===== config.mk =====
export PLATFORM = sky130hd
export DESIGN_NAME = mp_grf
export DESIGN_NICKNAME = d
export VERILOG_FILES = /design/src/rtl/grf_pkg.sv /design/src/rtl/grf_scoreboard.sv /design/src/rtl/mp_grf.sv
export SDC_FILE = /design/constraint.sdc
export NUM_CORES = 2
export LEC_CHECK = 0
export CAP_MARGIN = 20
export CORE_ASPECT_RATIO = 1.4
export CORE_MARGIN = 3
export CORE_UTILIZATION = 62
export CTS_CLUSTER_DIAMETER = 50
export DETAILED_ROUTE_END_ITERATION = 10
export PLACE_DENSITY = 0.8
export SYNTH_ARGS = -nofsm -noshare
export SYNTH_HDL_FRONTEND = slang
export SYNTH_SLANG_ARGS = --single-unit

===== constraint.sdc =====
create_clock -name clk -period 4.32 [get_ports clk]
set_input_delay 0.432 -clock clk [delete_from_list [all_inputs] [get_ports clk]]
set_output_delay 0.432 -clock clk [all_outputs]
set_load 0.03 [all_outputs]

===== src/rtl/grf_pkg.sv =====
// Shared definitions for the multi-port general register file.
package grf_pkg;

  localparam int REG_ZERO  = 0;
  localparam int DEF_WIDTH = 32;
  localparam int DEF_DEPTH = 32;
  localparam int MAX_NW    = 4;

  // Highest asserted index of a match vector. Callers check the OR of the
  // vector themselves; an all-zero input returns 0.
  function automatic logic [1:0] prio_sel(input logic [MAX_NW-1:0] match);
    logic [1:0] idx;
    idx = 2'd0;
    for (int i = 0; i < MAX_NW; i++) begin
      idx = match[i] ? 2'(i) : idx;
    end
    return idx;
  endfunction

endpackage


===== src/rtl/grf_scoreboard.sv =====
// Pending-destination scoreboard: one busy bit per register.
// A claim marks a register busy, a write clears it, and a claim wins
// over a write to the same register in the same cycle.
module grf_scoreboard
  import grf_pkg::*;
#(
  parameter int DEPTH    = DEF_DEPTH,
  parameter int AW       = $clog2(DEPTH),
  parameter int NW       = 1,
  parameter bit ZERO_REG = 1'b1
) (
  input  logic             clk,
  input  logic             reset,
  input  logic             claim_en,
  input  logic [AW-1:0]    claim_addr,
  input  logic [NW-1:0]    we,
  input  logic [NW*AW-1:0] wa,
  output logic [DEPTH-1:0] busy_vec
);

  logic [DEPTH-1:0] r_busy;
  logic [DEPTH-1:0] w_busy_nxt;

  // Next scoreboard: clear on writes first, then apply the claim so it wins.
  always_comb begin
    w_busy_nxt = r_busy;
    for (int w = 0; w < NW; w++) begin
      w_busy_nxt[wa[w*AW +: AW]] = we[w] ? 1'b0 : w_busy_nxt[wa[w*AW +: AW]];
    end
    w_busy_nxt[claim_addr] = claim_en ? 1'b1 : w_busy_nxt[claim_addr];
    w_busy_nxt[REG_ZERO]   = ZERO_REG ? 1'b0 : w_busy_nxt[REG_ZERO];
  end

  // Scoreboard register; reset blocks any claim or write in that cycle.
  always_ff @(posedge clk) begin
    if (reset) begin
      r_busy <= '0;
    end else begin
      r_busy <= w_busy_nxt;
    end
  end

  assign busy_vec = r_busy;

endmodule


===== src/rtl/mp_grf.sv =====
// Parametrised multi-port general register file with optional same-cycle
// write-to-read bypass and a per-register pending scoreboard.
module mp_grf
  import grf_pkg::*;
#(
  parameter int WIDTH    = DEF_WIDTH,
  parameter int DEPTH    = DEF_DEPTH,
  parameter int AW       = $clog2(DEPTH),
  parameter int NR       = 2,
  parameter int NW       = 1,
  parameter bit BYPASS   = 1'b1,
  parameter bit ZERO_REG = 1'b1
) (
  input  logic                clk,
  input  logic                reset,
  input  logic [NR*AW-1:0]    rd_addr,
  output logic [NR*WIDTH-1:0] rd_data,
  output logic [NR-1:0]       rd_busy,
  input  logic [NW-1:0]       we,
  input  logic [NW*AW-1:0]    wa,
  input  logic [NW*WIDTH-1:0] wd,
  input  logic                claim_en,
  input  logic [AW-1:0]       claim_addr,
  output logic [DEPTH-1:0]    busy_vec
);

  logic [WIDTH-1:0]  r_mem      [DEPTH];
  logic [MAX_NW-1:0] w_we_arr;
  logic [AW-1:0]     w_wa_arr   [MAX_NW];
  logic [WIDTH-1:0]  w_wd_arr   [MAX_NW];
  logic [DEPTH-1:0]  w_wr_hit;
  logic [WIDTH-1:0]  w_wr_data  [DEPTH];
  logic [DEPTH-1:0]  w_busy_vec;

  // Unpack write ports into fixed-size arrays padded with idle ports, so the
  // priority selector always sees a full-width match vector.
  always_comb begin
    for (int w = 0; w < MAX_NW; w++) begin
      w_we_arr[w] = 1'b0;
      w_wa_arr[w] = '0;
      w_wd_arr[w] = '0;
    end
    for (int w = 0; w < NW; w++) begin
      w_we_arr[w] = we[w];
      w_wa_arr[w] = wa[w*AW +: AW];
      w_wd_arr[w] = wd[w*WIDTH +: WIDTH];
    end
  end

  // Per-register write arbitration: the highest-index matching port wins.
  always_comb begin
    logic [MAX_NW-1:0] match;
    match = '0;
    for (int a = 0; a < DEPTH; a++) begin
      for (int w = 0; w < MAX_NW; w++) begin
        match[w] = w_we_arr[w] && (w_wa_arr[w] == AW'(a));
      end
      match        = (ZERO_REG && (a == REG_ZERO)) ? '0 : match;
      w_wr_hit[a]  = |match;
      w_wr_data[a] = w_wd_arr[prio_sel(match)];
    end
  end

  // Storage array; reset clears every register and suppresses writes.
  always_ff @(posedge clk) begin
    if (reset) begin
      for (int a = 0; a < DEPTH; a++) begin
        r_mem[a] <= '0;
      end
    end else begin
      for (int a = 0; a < DEPTH; a++) begin
        if (w_wr_hit[a]) begin
          r_mem[a] <= w_wr_data[a];
        end
      end
    end
  end

  // Combinational read ports with optional same-cycle write bypass.
  // rd_busy reflects registered scoreboard state only.
  always_comb begin
    logic [AW-1:0]     addr;
    logic [MAX_NW-1:0] match;
    addr    = '0;
    match   = '0;
    rd_data = '0;
    rd_busy = '0;
    for (int r = 0; r < NR; r++) begin
      addr = rd_addr[r*AW +: AW];
      for (int w = 0; w < MAX_NW; w++) begin
        match[w] = w_we_arr[w] && (w_wa_arr[w] == addr);
      end
      if (ZERO_REG && (addr == AW'(REG_ZERO))) begin
        rd_data[r*WIDTH +: WIDTH] = '0;
      end else if (BYPASS && (|match)) begin
        rd_data[r*WIDTH +: WIDTH] = w_wd_arr[prio_sel(match)];
      end else begin
        rd_data[r*WIDTH +: WIDTH] = r_mem[addr];
      end
      rd_busy[r] = w_busy_vec[addr];
    end
  end

  grf_scoreboard #(
    .DEPTH    (DEPTH),
    .AW       (AW),
    .NW       (NW),
    .ZERO_REG (ZERO_REG)
  ) u_scoreboard (
    .clk        (clk),
    .reset      (reset),
    .claim_en   (claim_en),
    .claim_addr (claim_addr),
    .we         (we),
    .wa         (wa),
    .busy_vec   (w_busy_vec)
  );

  assign busy_vec = w_busy_vec;

endmodule

### Yosys cells after proc, flatten, opt, wreduce, memory -nomap -nowiden

Memories as Yosys holds them, arrays and structs flattened.
Index checks and enable logic that the tools add are counted.

* bits in registers: 32
* bits in latches: 0
* bits in writable memories: 1024
* ROM bits: 0
* input bits: 56
* output and inout port bits: 98
* logic and storage cells: 256
* memories: 1

* add/subtract/negate cells: 0
* multipliers: 0
* divide/modulo/power cells: 0
* order comparisons: 6
* equality and inequality tests: 33
* shifts and indexed selects: 0
* muxes and demuxes: 146
* bitwise logic cells: 31
* reductions and logical operators: 37

Memories
* r_mem: depth 32, bits a word 32, read ports 2, clocked after memory_dff 0, write ports 32, line mp_grf.sv:27 `logic [WIDTH-1:0] r_mem [DEPTH];`

Operator list (number)
* $mux 32: 35
* $mux 1: 103
* $eq 5x5->1 const B: 16
* $bwmux 32: 2
* $eq 5x4->1 const B: 8
* $logic_and 1x1->1: 35
* $or 1x1->1: 31
* $lt 5x6->1 const B: 4
* $bmux 1 s5: 4
* $eq 5x3->1 const B: 4
* $demux 1 s5: 2
* $eq 5x2->1 const B: 2
* $eq 5x5->1: 2
* $ge 5x1->1 const B: 2
* $logic_not 5->1: 2
* $eq 5x1->1 const B: 1

### Depth between registers and ports, before layout

* depth after elaboration: 9
* mapped depth: 12

### Cells and area by module

A second synthesis with hierarchy kept.

* cells, all modules: 3614
* area total of the unflattened synthesis: 52366.5 um2

By module, submodules not included
* mp_grf: instances 1, cells each 3236, area an instance 49451.2 um2, seq. area each 29788.6 um2
* grf_scoreboard: instances 1, cells each 378, area an instance 2915.3 um2, seq. area each 620.6 um2

### Worst setup path after synthesis

OpenSTA, ideal clock, no wires.

* path type: input -> register
* start: in wa[1]
* end: mem r_mem[31][0] in the netlist's numbering (enable)
* library setup time: 428 ps
* arrival: 3055 ps
* data required time: 3892 ps
* setup slack: 837 ps
* stages: 6
* buffers on the path: 4
* cell sequence: buf_6 buf_2 buf_1 clkbuf_1 nand3_1 o21bai_1

RTL lines
* from (decl): line mp_grf.sv:20 `input logic [NW*AW-1:0] wa,`
* to (decl): line mp_grf.sv:27

### Worst setup path after layout

* start: in rd_addr[1]
* end: out rd_data[12]

* word-level cells in the longest chain between the ends: 4
* elaborated cells between the ends (all ways): 6

RTL lines
* from (decl): line mp_grf.sv:16 `input logic [NR*AW-1:0] rd_addr,`
* parallel branches: the longest is 3 deep, another holds $mem_v2 32x32
* $mux 32 (*): line mp_grf.sv:93 `if (ZERO_REG && (addr == AW'(REG_ZERO))) begin`
* to (decl): line mp_grf.sv:17 `output logic [NR*WIDTH-1:0] rd_data,`

Every way passes the cells marked *.

==> impl_metrics.yaml <==
routing:
  met2WireLength_um: 82200
  firstDrtPassIters: 6
  drc_errors: 0
  drt_iter0_drc: 6137
  vias_per_cell: 7.88
  wl_met3_um: 25300
  m1WireLength_um: 52300
  totalWireLength_um: 176000
  vias: 36300
  topRoutingLayerUsed: "met5"
  postRouteAntennaNets: 0
  route.detailed.wl_per_inst_um: 38.2
cts:
  hold_buffers: 0
  tritoncts: "yes"
  clk_pin_slew_ps: 60
  post-cts-setup-buffers: 0
  htree_levels: 3
  clock-sinks: 1023
  cts_buffers: 96
  cts_buffer_depth: 3
  clkLatencyLatePin_ps: 700
  cts_resized: 0
  clock-root-buffer: "clkbuf_16"
setup_path:
  slowest_stage: "nor2b_4"
  critPathKind: "primary input to output port"
  critPathMaxFanout: 37
  cp_top_family: "compound AO/OA/AOI/OAI gates"
  cp_cell_sequence: "buf_8 > nor2b_4 > buf_12 > a221oi_1 > a2111oi_0 > a21oi_1 > a211oi_1 > buf_12"
  critPathBufInv: 3
  worst_path_most_repeated_cell: "buf_12"
  cpPeakStageDelay_ps: 700
  cp.required_ps: 3890
  critPathLaunchType: "primary input"
  crit_path_end_kind: "output port"
  arrival_ps: 3560
synth:
  ys_types: 65
  synth-edff-count: 992
  ys_seq_area_share_pct: 57.9
  syn_area_mm2: 0.0525
  synth_compound_area_share_pct: 4.07
  muxShareOfSynthArea_pct: 27.4
  synth-simple-area-share_pct: 7.40
  async_flop_share_pct: 0
  ys.flop_type: "edfxtp_1"
  yosys_warnings: 0
  synth-xor-area-share_pct: 0.200
  synthAdderAreaFrac_pct: 0
  synth_top_family_by_area: "multiplexers"
  synth_nets: 3420
  syn_area_per_cell_um2: 15.6
  ys_seq_elements: 1023
  netlist_instances: 3364
pwr:
  clock_power_share_pct: 35.2
  pwr_density_cell_mw_per_mm2: 410
  pwr-share-seq_pct: 48.9
  p_total_mw: 24.5
  p_sw_share_pct: 25.9
  leakage_nw: 19.9
  power_frac_comb_pct: 15.9
  vdd_ir_drop_max_mv: 0.418
  p_switching_mw: 6.35
  p_int_mw: 18.2
grt:
  grt_pass1_vias: 37400
  grt-ovfl-total: 0
  grt_max_degree: 89
  grt_pass1_wl_um: 253000
  grt_util_all_layers_pct: 40.4
  antenna_found_initial: 3
timing:
  finalClockSkew_ps: 21.2
  worstMarginPinSlew_ps: 969
  fmax_mhz: 251
  rsz0062_at_grt: "no"
  relSlewSlack_pct: 35.4
  setup_violations: 0
  hold_violations: 0
  report.final.slew_viol_count: 0
  fin_tns_setup_ps: 0
  min_period_ps: 3990
  min_period_over_period_pct: 92.4
floorplan:
  die_width_um: 252
  pin_count: 154
  start_util_pct: 62.9
  core-area_mm2: 0.0835
  die_height_um: 350
  die-area_mm2: 0.0883
  rows: 125
min_path:
  hold_path_class: "primary input to register"
job:
  cap_violations: 0
place:
  place_congestion: 0.894
  dp_hpwl_um: 100000
  io_buffers: 152
finish:
  drive_above_1_share_pct: 30.9
  syn_to_final_growth_pct: 13.7
  nets: 3497
  fillers: 4983
run_status:
  status: "finished, final reports clean"
layout make-up:
type | instances | area [um^2] | area share [%]
Sequential cell | 1023 | 30400 | 50.9
Multi-Input combinational cell | 1953 | 20800 | 34.8
Timing Repair Buffer | 334 | 3920 | 6.57
Clock buffer | 113 | 2490 | 4.17
Tap cell | 1079 | 1350 | 2.26
Clock inverter | 65 | 642 | 1.07
Inverter | 33 | 124 | 0.207
Antenna cell | 1 | 2.50 | 0.00419
stage by stage:
stage | setup slack (ps) | instances | cell area, um^2 | util, % | hold WS, ps
floorplan | 837 | 3364 | 52500 | - | 645
global placement | 435 | 4422 | 56600 | 67.8 | 614
detailed placement | 388 | 4422 | 56600 | 67.8 | 624
CTS | 399 | 4600 | 59700 | 71.5 | 468
global route | 298 | 4600 | 59700 | 71.5 | 492
finish | 329 | 4601 | 59700 | 71.5 | 509
layer usage:
| layer | vias to the layer above | GRT usage [%] |
|---|---|---|
| li1 | 13500 | - |
| met1 | 18100 | 49.7 |
| met2 | 3641 | 62.6 |
| met3 | 974 | 10.9 |
| met4 | 4 | 29.3 |
| met5 | - | 0 |
Yosys cell counts (2+ instances only):
cell       count  area [um^2]
nor3b_1        5         37.5
nand2b_1      58          363
inv_1         33          124
and2_1         9         56.3
a21boi_0       2         15.0
or2_2          3         18.8
nand2_1       68          255
mux2_2        72          811
buf_4          3         22.5
a2111oi_0     31          272
a21o_1         5         37.5
nand3_1       19         95.1
a311oi_1      14          123
mux2i_1       89          891
a211oi_1      39          293
buf_6          4         45.0
xnor2_1        4         35.0
nor4_1         5         31.3
nor3_1        13         65.1
a22oi_1        3         22.5
a21oi_1       67          335
nand3b_1       4         30.0
nand4_1       12         75.1
o32ai_1        4         35.0
dfxtp_1       31          621
o22ai_1       13         81.3
mux4_2       564        12700
buf_1         50          188
clkbuf_1     250          938
a22o_1        34          298
o21bai_1      12         90.1
a31oi_1        9         56.3
xor2_1         8         70.1
o21ai_0       12         60.1
edfxtp_1     992        29800
and3_1         6         37.5
nor2b_1       10         62.6
nor2_1       698         2620
or4_1          3         22.5
and3b_1        3         26.3
a221oi_1      32          280
buf_2         48          240
power groups by stage:
stage          Combinational [mW]  Sequential [mW]  Clock (mW)
2_1_floorplan                2.32             12.0           0
3_3_place_gp                 3.74             12.0           0
3_5_place_dp                 3.81             12.1           0
4_1_cts                      3.85             12.0        8.59
5_1_grt                      4.01             12.0        8.99
6_report                     3.90             12.0        8.62
flip-flops by register name, indices dropped and copies added, names as in the netlist:
name	cells
r_mem	992
u_scoreboard.busy_vec	31
cell families (layout without fill, tap and decap cells):
kind of cell	Yosys count	after routing
XOR/XNOR	12	12
flip-flops	1023	1023
AND/OR/NAND/NOR	925	925
buffers and inverters	388	545
other	1	2
multiplexers	725	725
AO/OA/AOI/OAI	290	290
path summary, 6_finish.rpt:
kind	from	to	slack (ps)	cells past startpoint
worst max-delay path	rd_addr[1]	rd_data[12]	330	8
worst min-delay path	reset	u_scoreboard.busy_vec[27]$_SDFF_PP0_	510	2
worst max register to register	u_scoreboard.busy_vec[4]$_SDFF_PP0_	u_scoreboard.busy_vec[28]$_SDFF_PP0_	1470	8
worst min register to register	u_scoreboard.busy_vec[30]$_SDFF_PP0_	u_scoreboard.busy_vec[30]$_SDFF_PP0_	640	2
placed cells by master (no fill, tap or decap), types with 31 or more instances in the layout:
| cell type | n |
|---|---|
| a2111oi_0 | 31 |
| a211oi_1 | 39 |
| a21oi_1 | 67 |
| a221oi_1 | 32 |
| a22o_1 | 34 |
| buf_12 | 96 |
| buf_4 | 156 |
| clkbuf_16 | 97 |
| clkdlybuf4s50_1 | 76 |
| dfxtp_1 | 31 |
| edfxtp_1 | 992 |
| inv_1 | 33 |
| mux2_2 | 72 |
| mux2i_1 | 89 |
| mux4_2 | 564 |
| nand2_1 | 62 |
| nand2b_1 | 40 |
| nor2_1 | 697 |
(Power assumes the default switching activity.)
